## config.mk

```make
export PLATFORM = sky130hd
export DESIGN_NAME = fwd_hazard_ctrl
export DESIGN_NICKNAME = d
export VERILOG_FILES = /design/src/rtl/fwd_pkg.sv /design/src/rtl/mdu_hold_ctr.sv /design/src/rtl/fwd_hazard_ctrl.sv
export SDC_FILE = /design/constraint.sdc
export NUM_CORES = 1
export LEC_CHECK = 0
export ABC_AREA = 1
export ABC_CLOCK_PERIOD_IN_PS = 2200
export BUFFER_PORTS_ARGS = -buffer_cell sky130_fd_sc_hd__buf_4
export CORE_ASPECT_RATIO = 0.75
export CORE_MARGIN = 5
export CORE_UTILIZATION = 35
export CTS_CLUSTER_SIZE = 12
export DETAILED_ROUTE_END_ITERATION = 10
export PLACE_DENSITY = 0.52
export REMOVE_ABC_BUFFERS = 1
export SLEW_MARGIN = 20
export SYNTH_ARGS = -nofsm -noshare
export SYNTH_HDL_FRONTEND = slang
export SYNTH_SLANG_ARGS = --single-unit
```

## constraint.sdc

```tcl
create_clock -name clk -period 2.2 [get_ports clk]
set_input_delay 0.44 -clock clk [delete_from_list [all_inputs] [get_ports clk]]
set_output_delay 0.44 -clock clk [all_outputs]
set_load 0.05 [all_outputs]
```

## src/rtl/fwd_pkg.sv

```systemverilog
// -----------------------------------------------------------------------------
// fwd_pkg
// Shared types for the EX-stage forwarding / hazard controller.
//   fwd_sel_e     : operand mux select codes (11 is never produced)
//   stage_slot_t  : shadow copy of one pipeline slot (rd + control flags)
//   BUBBLE        : empty slot; writes nothing, so it never matches a source
//   fwd_pick()    : forwarding decision for one source register
// FWD_RA_W must equal the REG_ADDR_W parameter used by fwd_hazard_ctrl.
// -----------------------------------------------------------------------------
package fwd_pkg;

  localparam int FWD_RA_W = 5;

  typedef enum logic [1:0] {
    FWD_RF  = 2'b00,
    FWD_WB  = 2'b01,
    FWD_MEM = 2'b10
  } fwd_sel_e;

  typedef struct packed {
    logic [FWD_RA_W-1:0] rd;
    logic                regwrite;
    logic                is_load;
    logic                is_mdu;
  } stage_slot_t;

  localparam stage_slot_t BUBBLE = '{rd: '0, regwrite: 1'b0, is_load: 1'b0, is_mdu: 1'b0};

  // The producer currently in EX is one stage ahead of the consumer, so when
  // the consumer reaches EX that producer sits in MEM (select 10). A producer
  // currently in MEM will be in WB (select 01). The younger producer wins.
  // x0 is hard-wired zero and is never forwarded.
  function automatic fwd_sel_e fwd_pick(input logic [FWD_RA_W-1:0] rs,
                                        input stage_slot_t         ex,
                                        input stage_slot_t         mem);
    fwd_pick = FWD_RF;
    if (rs != '0) begin
      if (ex.regwrite && (ex.rd == rs)) begin
        fwd_pick = FWD_MEM;
      end else if (mem.regwrite && (mem.rd == rs)) begin
        fwd_pick = FWD_WB;
      end
    end
  endfunction

endpackage

```

## src/rtl/mdu_hold_ctr.sv

```systemverilog
// -----------------------------------------------------------------------------
// mdu_hold_ctr
// Down-counter that keeps a multi-cycle MDU instruction resident in EX.
// Loads MDU_LATENCY-1 when an MDU instruction enters EX and asserts hold
// while non-zero, so the instruction occupies EX for MDU_LATENCY cycles.
// Ports:
//   clk      in  core clock
//   reset_n  in  asynchronous active-low reset (counter cleared)
//   start    in  an MDU instruction is entering EX on this edge
//   hold     out counter non-zero: pipeline must hold
// -----------------------------------------------------------------------------
module mdu_hold_ctr #(
  parameter int MDU_LATENCY = 4
) (
  input  logic clk,
  input  logic reset_n,
  input  logic start,
  output logic hold
);

  localparam int CNT_W = (MDU_LATENCY > 1) ? $clog2(MDU_LATENCY) : 1;
  localparam logic [CNT_W-1:0] LOAD_VAL = CNT_W'(MDU_LATENCY - 1);

  logic [CNT_W-1:0] cnt_reg;

  always_ff @(posedge clk or negedge reset_n) begin
    if (!reset_n) begin
      cnt_reg <= '0;
    end else if (cnt_reg != '0) begin
      cnt_reg <= cnt_reg - CNT_W'(1);
    end else if (start) begin
      // With MDU_LATENCY=1 LOAD_VAL is zero and no hold is ever raised.
      cnt_reg <= LOAD_VAL;
    end
  end

  assign hold = (cnt_reg != '0);

endmodule

```

## src/rtl/fwd_hazard_ctrl.sv

```systemverilog
// -----------------------------------------------------------------------------
// fwd_hazard_ctrl
// Forwarding-select and hazard controller for a 5-stage pipeline. Tracks its
// own shadow EX/MEM/WB slots, decides forwarding for the instruction in ID and
// registers the selects so they line up with that instruction in EX.
// Detects load-use hazards (one bubble) and holds the pipeline while an MDU
// operation occupies EX.
//
// Optional feature: define FWD_HAZARD_PERF_CNT_EN to add saturating 32-bit
// counters perf_lu_stalls (load-use bubble cycles) and perf_mdu_stalls (MDU
// hold cycles).
//
// Ports:
//   clk, reset_n                 clock, asynchronous active-low reset
//   id_valid                     ID holds a real instruction
//   id_rs1, id_rs2, id_rd        register indices of the ID instruction
//   id_regwrite/is_load/is_mdu   ID instruction control flags
//   fwd_a_sel, fwd_b_sel         registered EX operand mux selects
//   stall_f, stall_d, stall_e    hold PC/IF, IF/ID, ID/EX
//   flush_e                      load a bubble into ID/EX
//   perf_lu_stalls, perf_mdu_stalls  (FWD_HAZARD_PERF_CNT_EN only)
// -----------------------------------------------------------------------------
module fwd_hazard_ctrl
  import fwd_pkg::*;
#(
  parameter int REG_ADDR_W  = 5,
  parameter int MDU_LATENCY = 4
) (
  input  logic                  clk,
  input  logic                  reset_n,
  input  logic                  id_valid,
  input  logic [REG_ADDR_W-1:0] id_rs1,
  input  logic [REG_ADDR_W-1:0] id_rs2,
  input  logic [REG_ADDR_W-1:0] id_rd,
  input  logic                  id_regwrite,
  input  logic                  id_is_load,
  input  logic                  id_is_mdu,
  output logic [1:0]            fwd_a_sel,
  output logic [1:0]            fwd_b_sel,
  output logic                  stall_f,
  output logic                  stall_d,
  output logic                  stall_e,
  output logic                  flush_e
`ifdef FWD_HAZARD_PERF_CNT_EN
  ,
  output logic [31:0]           perf_lu_stalls,
  output logic [31:0]           perf_mdu_stalls
`endif
);

  stage_slot_t ex_slot_reg;
  stage_slot_t mem_slot_reg;
  stage_slot_t wb_slot_reg;
  fwd_sel_e    fwd_a_sel_reg;
  fwd_sel_e    fwd_b_sel_reg;

  stage_slot_t id_slot;
  fwd_sel_e    fwd_a_next;
  fwd_sel_e    fwd_b_next;
  logic        mdu_hold;
  logic        load_use;
  logic        ex_load;
  logic        mdu_start;

  // ---------------------------------------------------------------------------
  // Combinational decisions
  // ---------------------------------------------------------------------------
  always_comb begin
    id_slot    = '{rd: id_rd, regwrite: id_regwrite, is_load: id_is_load, is_mdu: id_is_mdu};
    fwd_a_next = fwd_pick(id_rs1, ex_slot_reg, mem_slot_reg);
    fwd_b_next = fwd_pick(id_rs2, ex_slot_reg, mem_slot_reg);
  end

  // A load in EX cannot forward its data until it reaches MEM, so a consumer
  // directly behind it must wait one cycle.
  assign load_use = id_valid && ex_slot_reg.is_load && ex_slot_reg.regwrite &&
                    (ex_slot_reg.rd != '0) &&
                    ((ex_slot_reg.rd == id_rs1) || (ex_slot_reg.rd == id_rs2));

  // MDU hold dominates: the bubble is suppressed and load-use is simply
  // re-evaluated once the hold drops.
  assign stall_f = mdu_hold | load_use;
  assign stall_d = mdu_hold | load_use;
  assign stall_e = mdu_hold;
  assign flush_e = load_use & ~mdu_hold;

  // stall_d covers both the hold and the load-use bubble, so EX takes a new
  // ID instruction exactly when stall_d is low.
  assign ex_load   = ~stall_d;
  assign mdu_start = ex_load & id_valid & id_is_mdu;

  mdu_hold_ctr #(
    .MDU_LATENCY(MDU_LATENCY)
  ) u_mdu_hold_ctr (
    .clk    (clk),
    .reset_n(reset_n),
    .start  (mdu_start),
    .hold   (mdu_hold)
  );

  // ---------------------------------------------------------------------------
  // Shadow pipeline and registered selects
  // ---------------------------------------------------------------------------
  always_ff @(posedge clk or negedge reset_n) begin
    if (!reset_n) begin
      ex_slot_reg   <= BUBBLE;
      mem_slot_reg  <= BUBBLE;
      wb_slot_reg   <= BUBBLE;
      fwd_a_sel_reg <= FWD_RF;
      fwd_b_sel_reg <= FWD_RF;
    end else begin
      wb_slot_reg  <= mem_slot_reg;
      // While EX is held the instruction there has not finished, so nothing
      // advances into MEM.
      mem_slot_reg <= stall_e ? BUBBLE : ex_slot_reg;

      if (stall_e) begin
        // EX slot and selects hold; the MDU latched its operands on entry.
      end else if (flush_e) begin
        ex_slot_reg   <= BUBBLE;
        fwd_a_sel_reg <= FWD_RF;
        fwd_b_sel_reg <= FWD_RF;
      end else if (ex_load) begin
        if (id_valid) begin
          ex_slot_reg   <= id_slot;
          fwd_a_sel_reg <= fwd_a_next;
          fwd_b_sel_reg <= fwd_b_next;
        end else begin
          ex_slot_reg   <= BUBBLE;
          fwd_a_sel_reg <= FWD_RF;
          fwd_b_sel_reg <= FWD_RF;
        end
      end
    end
  end

  assign fwd_a_sel = fwd_a_sel_reg;
  assign fwd_b_sel = fwd_b_sel_reg;

  // The WB slot and some flags are kept for pipeline bookkeeping only; the
  // register file writes through, so nothing downstream consumes them.
  logic unused_slot_bits;
  assign unused_slot_bits = ^{wb_slot_reg, mem_slot_reg.is_load, mem_slot_reg.is_mdu,
                              ex_slot_reg.is_mdu};

  // ---------------------------------------------------------------------------
  // Optional performance counters
  // ---------------------------------------------------------------------------
`ifdef FWD_HAZARD_PERF_CNT_EN
  always_ff @(posedge clk or negedge reset_n) begin
    if (!reset_n) begin
      perf_lu_stalls  <= '0;
      perf_mdu_stalls <= '0;
    end else begin
      if (flush_e && (perf_lu_stalls != 32'hFFFF_FFFF)) begin
        perf_lu_stalls <= perf_lu_stalls + 32'd1;
      end
      if (stall_e && (perf_mdu_stalls != 32'hFFFF_FFFF)) begin
        perf_mdu_stalls <= perf_mdu_stalls + 32'd1;
      end
    end
  end
`else
  // Counters not built.
`endif

endmodule

```

==> results list <==
- Outcome: completed
- TritonCTS built the clock tree.
* Largest cells by area after synthesis: dfrtp_1 (39%), nand2_1 (15%), inv_1 (8.3%)
- The library cell used most frequently in the layout, excluding fill and tap cells, is nand2_1.
- STA classifies the critical path endpoint as an output pin.
- Die Area: 4774 um^2
- Area used by sequential logic in the layout: 476.7 um^2
- For the worst setup path, the data arrival time is 1.62 ns.
* Later-pin clock latency in the skew report: 0.25 ns
- Chip Width: 78.14 um
- After synthesis, the share of flip-flops with an asynchronous set or reset is 1.000.
* Pin count of the biggest net entering global routing: 20
* Antenna violation net count after detailed routing: 0
- Leak: 0.8324 nW
* Max Clk Rate: approximately 490 MHz
* Starting density of the core: 0.3681
* Type of the worst setup path: flip-flop to output pin
- After detailed placement, the design holds a cell count of about 220.
- The Yosys step of the flow raised 0 warnings.
- Setup violations remaining at the end of the flow were counted as 0.
* Initial antenna violation count: 0
- Counting I/O delays and the setup requirement, the final critical path takes 2.060 ns.
* Netlist area before placement: approximately 1200 um^2
* Hold Crit Class: input port to asynchronous set/reset pin
- Total overflow reported by the global router: 0
- Relative slew margins: 0.7760
- Mean Syn Cell Area: 7.665 um^2
* Multi-input combinational cell area: 585.6 um^2
- Required time worst endpoint: 1.76 ns
- Maximum root-to-sink buffer count: 2
* Vias in the first global route: 1056
* Post-route DRC: 0
- Final Non-Filler Cells: 229
* Die height: 61.10 um
- In the global route stage, overall resource usage came out at 0.1301.
- The share of synthesized area in the top cell type comes to 0.3901.
* Number of input and output port buffers inserted: 28
* Wirelength, routed: 2778 um
- In the layout the commonest cells are nand2_1 (49), buf_4 (29), inv_1 (27), dfrtp_1 (18), nor2_1 (8).
- The total area inside the core boundary comes to 3311 um^2.
- DR pass1 iterations: 4
- Summing internal, switching and leakage power gives 1.635 mW.
- For this design the top-level I/O count stands at 29.
* Number of distinct library cell variants in the gate-level netlist after synthesis: 27
- Synthesis-stage register bit count: 19
* Critical path peak fanout: 7
* Setup repair after global routing missed its margin: yes
- DR vias: 1042
* First-pass GRT wire length: 4912 um
- dfrtp_1 takes more of the synthesized area than any other cell.
- Final #Nets: around 210
- IR drop worst, VDD: 541.5 uV
* Area added between synthesis and finish: 24.02%
- Number of flops mapped to enable cells by yosys: 0
- Hold violation count in the final report: 0
- In the final routed layout, each cell accounts on average for 12.13 um.
- After clock tree synthesis, the clock-pin slew on the worst setup and hold paths is 0.07 ns.
- The number of pins exceeding their max-slew limit in the final report was 0.
- Count of H-tree levels built during CTS: 1
- Fin crit share: 0.9364
- The number of antenna diodes in the final layout is 0.
* RePlAce Congestion: 0.8497
- After detailed routing, the number of vias per cell comes to 4.550.
- Row count: 18
- Hold bufs inserted after CTS: 0
- The register with the most flip-flops in the layout has 7 of them.
* Sort of element at the start of the critical path: flip-flop
- Clock tree synthesis found a total of 19 sinks.
- The tree is rooted in a clkbuf_8.
* Final worst clock skew: 0.001783 ns
- Number of fill cells in the layout: 346
- Primary flip-flop cell chosen by synthesis mapping: dfrtp_1
- Detailed router's first-iteration violation count: 57
- Detailed placement ended at an HPWL of 2282 um.
* Sequential share of the synthesized area: 0.3901
- The tool flagged a number of max-cap violations equal to 0.
- Total clock buffers created by CTS: 3
* Post-Synthesis Cells: 159
- Fraction of layout cells with a size suffix above 1: 0.3228
* Least-Margin Pin Slew: 0.3359 ns
- Power per unit of standard cell area: 1081 nW/um^2
-- layer usage --
layer | routed length (um) | part of all wire | track usage
met1 | 1346 | 0.48 | 0.1746
met4 | 0 | 0 | 0.01446
met5 | 0 | 0 | 0
met2 | 1214 | 0.44 | 0.2111
met3 | 217 | 0.078 | 0.04678
-- final cells by class --
type                    count  area share
inverters                  33     0.08195
flip-flops and latches     19      0.3154
clock inverters             1    0.003311
repair buffers             30      0.1515
well taps                  40     0.03311
multi-input cells         103      0.3874
clock buffers               3     0.02732
-- final timing paths --
| check | start | end | slack (ns) | cells after the start |
|---|---|---|---|---|
| setup / recovery | u_mdu_hold_ctr.cnt_reg[0] | flush_e | 0.14 | 5 |
| hold / removal | reset_n | ex_slot_reg[3] | 0.05 | 1 |
| setup reg to reg | ex_slot_reg[3] | fwd_b_sel[0] | 0.75 | 9 |
| hold reg to reg | ex_slot_reg[1] | ex_slot_reg[1] | 0.49 | 2 |
| max in group asynchronous | reset_n | ex_slot_reg[5] | 1.92 | 1 |
| min in group clk | id_rd[4] | ex_slot_reg[7] | 0.43 | 3 |
-- cells by family (layout without fill, tap and decap cells) --
family,count (synthesis),count (layout),share of synthesized area
AOI/OAI and AO/OA,17,17,0.1191
buffers and inverters,37,67,0.1314
and+or+nand+nor,78,78,0.2988
adders and majority gates,1,1,0.01027
DFF,19,19,0.3901
xor gates and xnor gates,7,7,0.05031
-- power breakdown --
part | internal, mW | switching [mW] | total [mW]
registers | 0.459 | 0.101 | 0.560
logic | 0.300 | 0.530 | 0.830
clock network | 0.126 | 0.119 | 0.245
total | 0.885 | 0.750 | 1.63
-- synth_stat cells, types with 2 or more instances --
cell / count
o22ai_2: 6
xnor2_1: 6
inv_1: 27
o21ai_0: 5
dfrtp_1: 19
nor2_2: 2
nand2_1: 49
nand3_1: 5
nand3_2: 2
nor3_1: 2
inv_2: 6
o21ai_2: 4
nand4_1: 4
nor2_1: 9
-- critical path, cell delays in order (launching register included) --
cell and delay (ns):
dfrtp_1 0.38, inv_1 0.09, ha_1 0.36, inv_1 0.21, nor2_2 0.16, buf_6 0.16
-- through the flow --
stage	setup slack (ns)	cell area (um^2)	TNS (ns)	hold WS [ns]	util
6_report	0.1399	1511	0	0.04879	0.4565
5_1_grt	-0.01201	1511	-0.02031	0.06362	0.4565
4_1_cts	0.07372	1496	0	0.05573	0.4520
3_5_place_dp	0.3476	1450	0	0.3376	0.4380
3_3_place_gp	0.3621	1450	0	0.3330	0.4380
2_1_floorplan	-0.4780	1182	-0.4780	0.1444	-
-- timing repair --
| action | 4_1_cts | 5_1_grt |
|---|---|---|
| setup buffers | 0 | 1 |
| endpoints found under the setup margin | 0 | 3 |
| gates resized for setup | 0 | 3 |
Note: power is estimated with default switching activity, not from simulation.
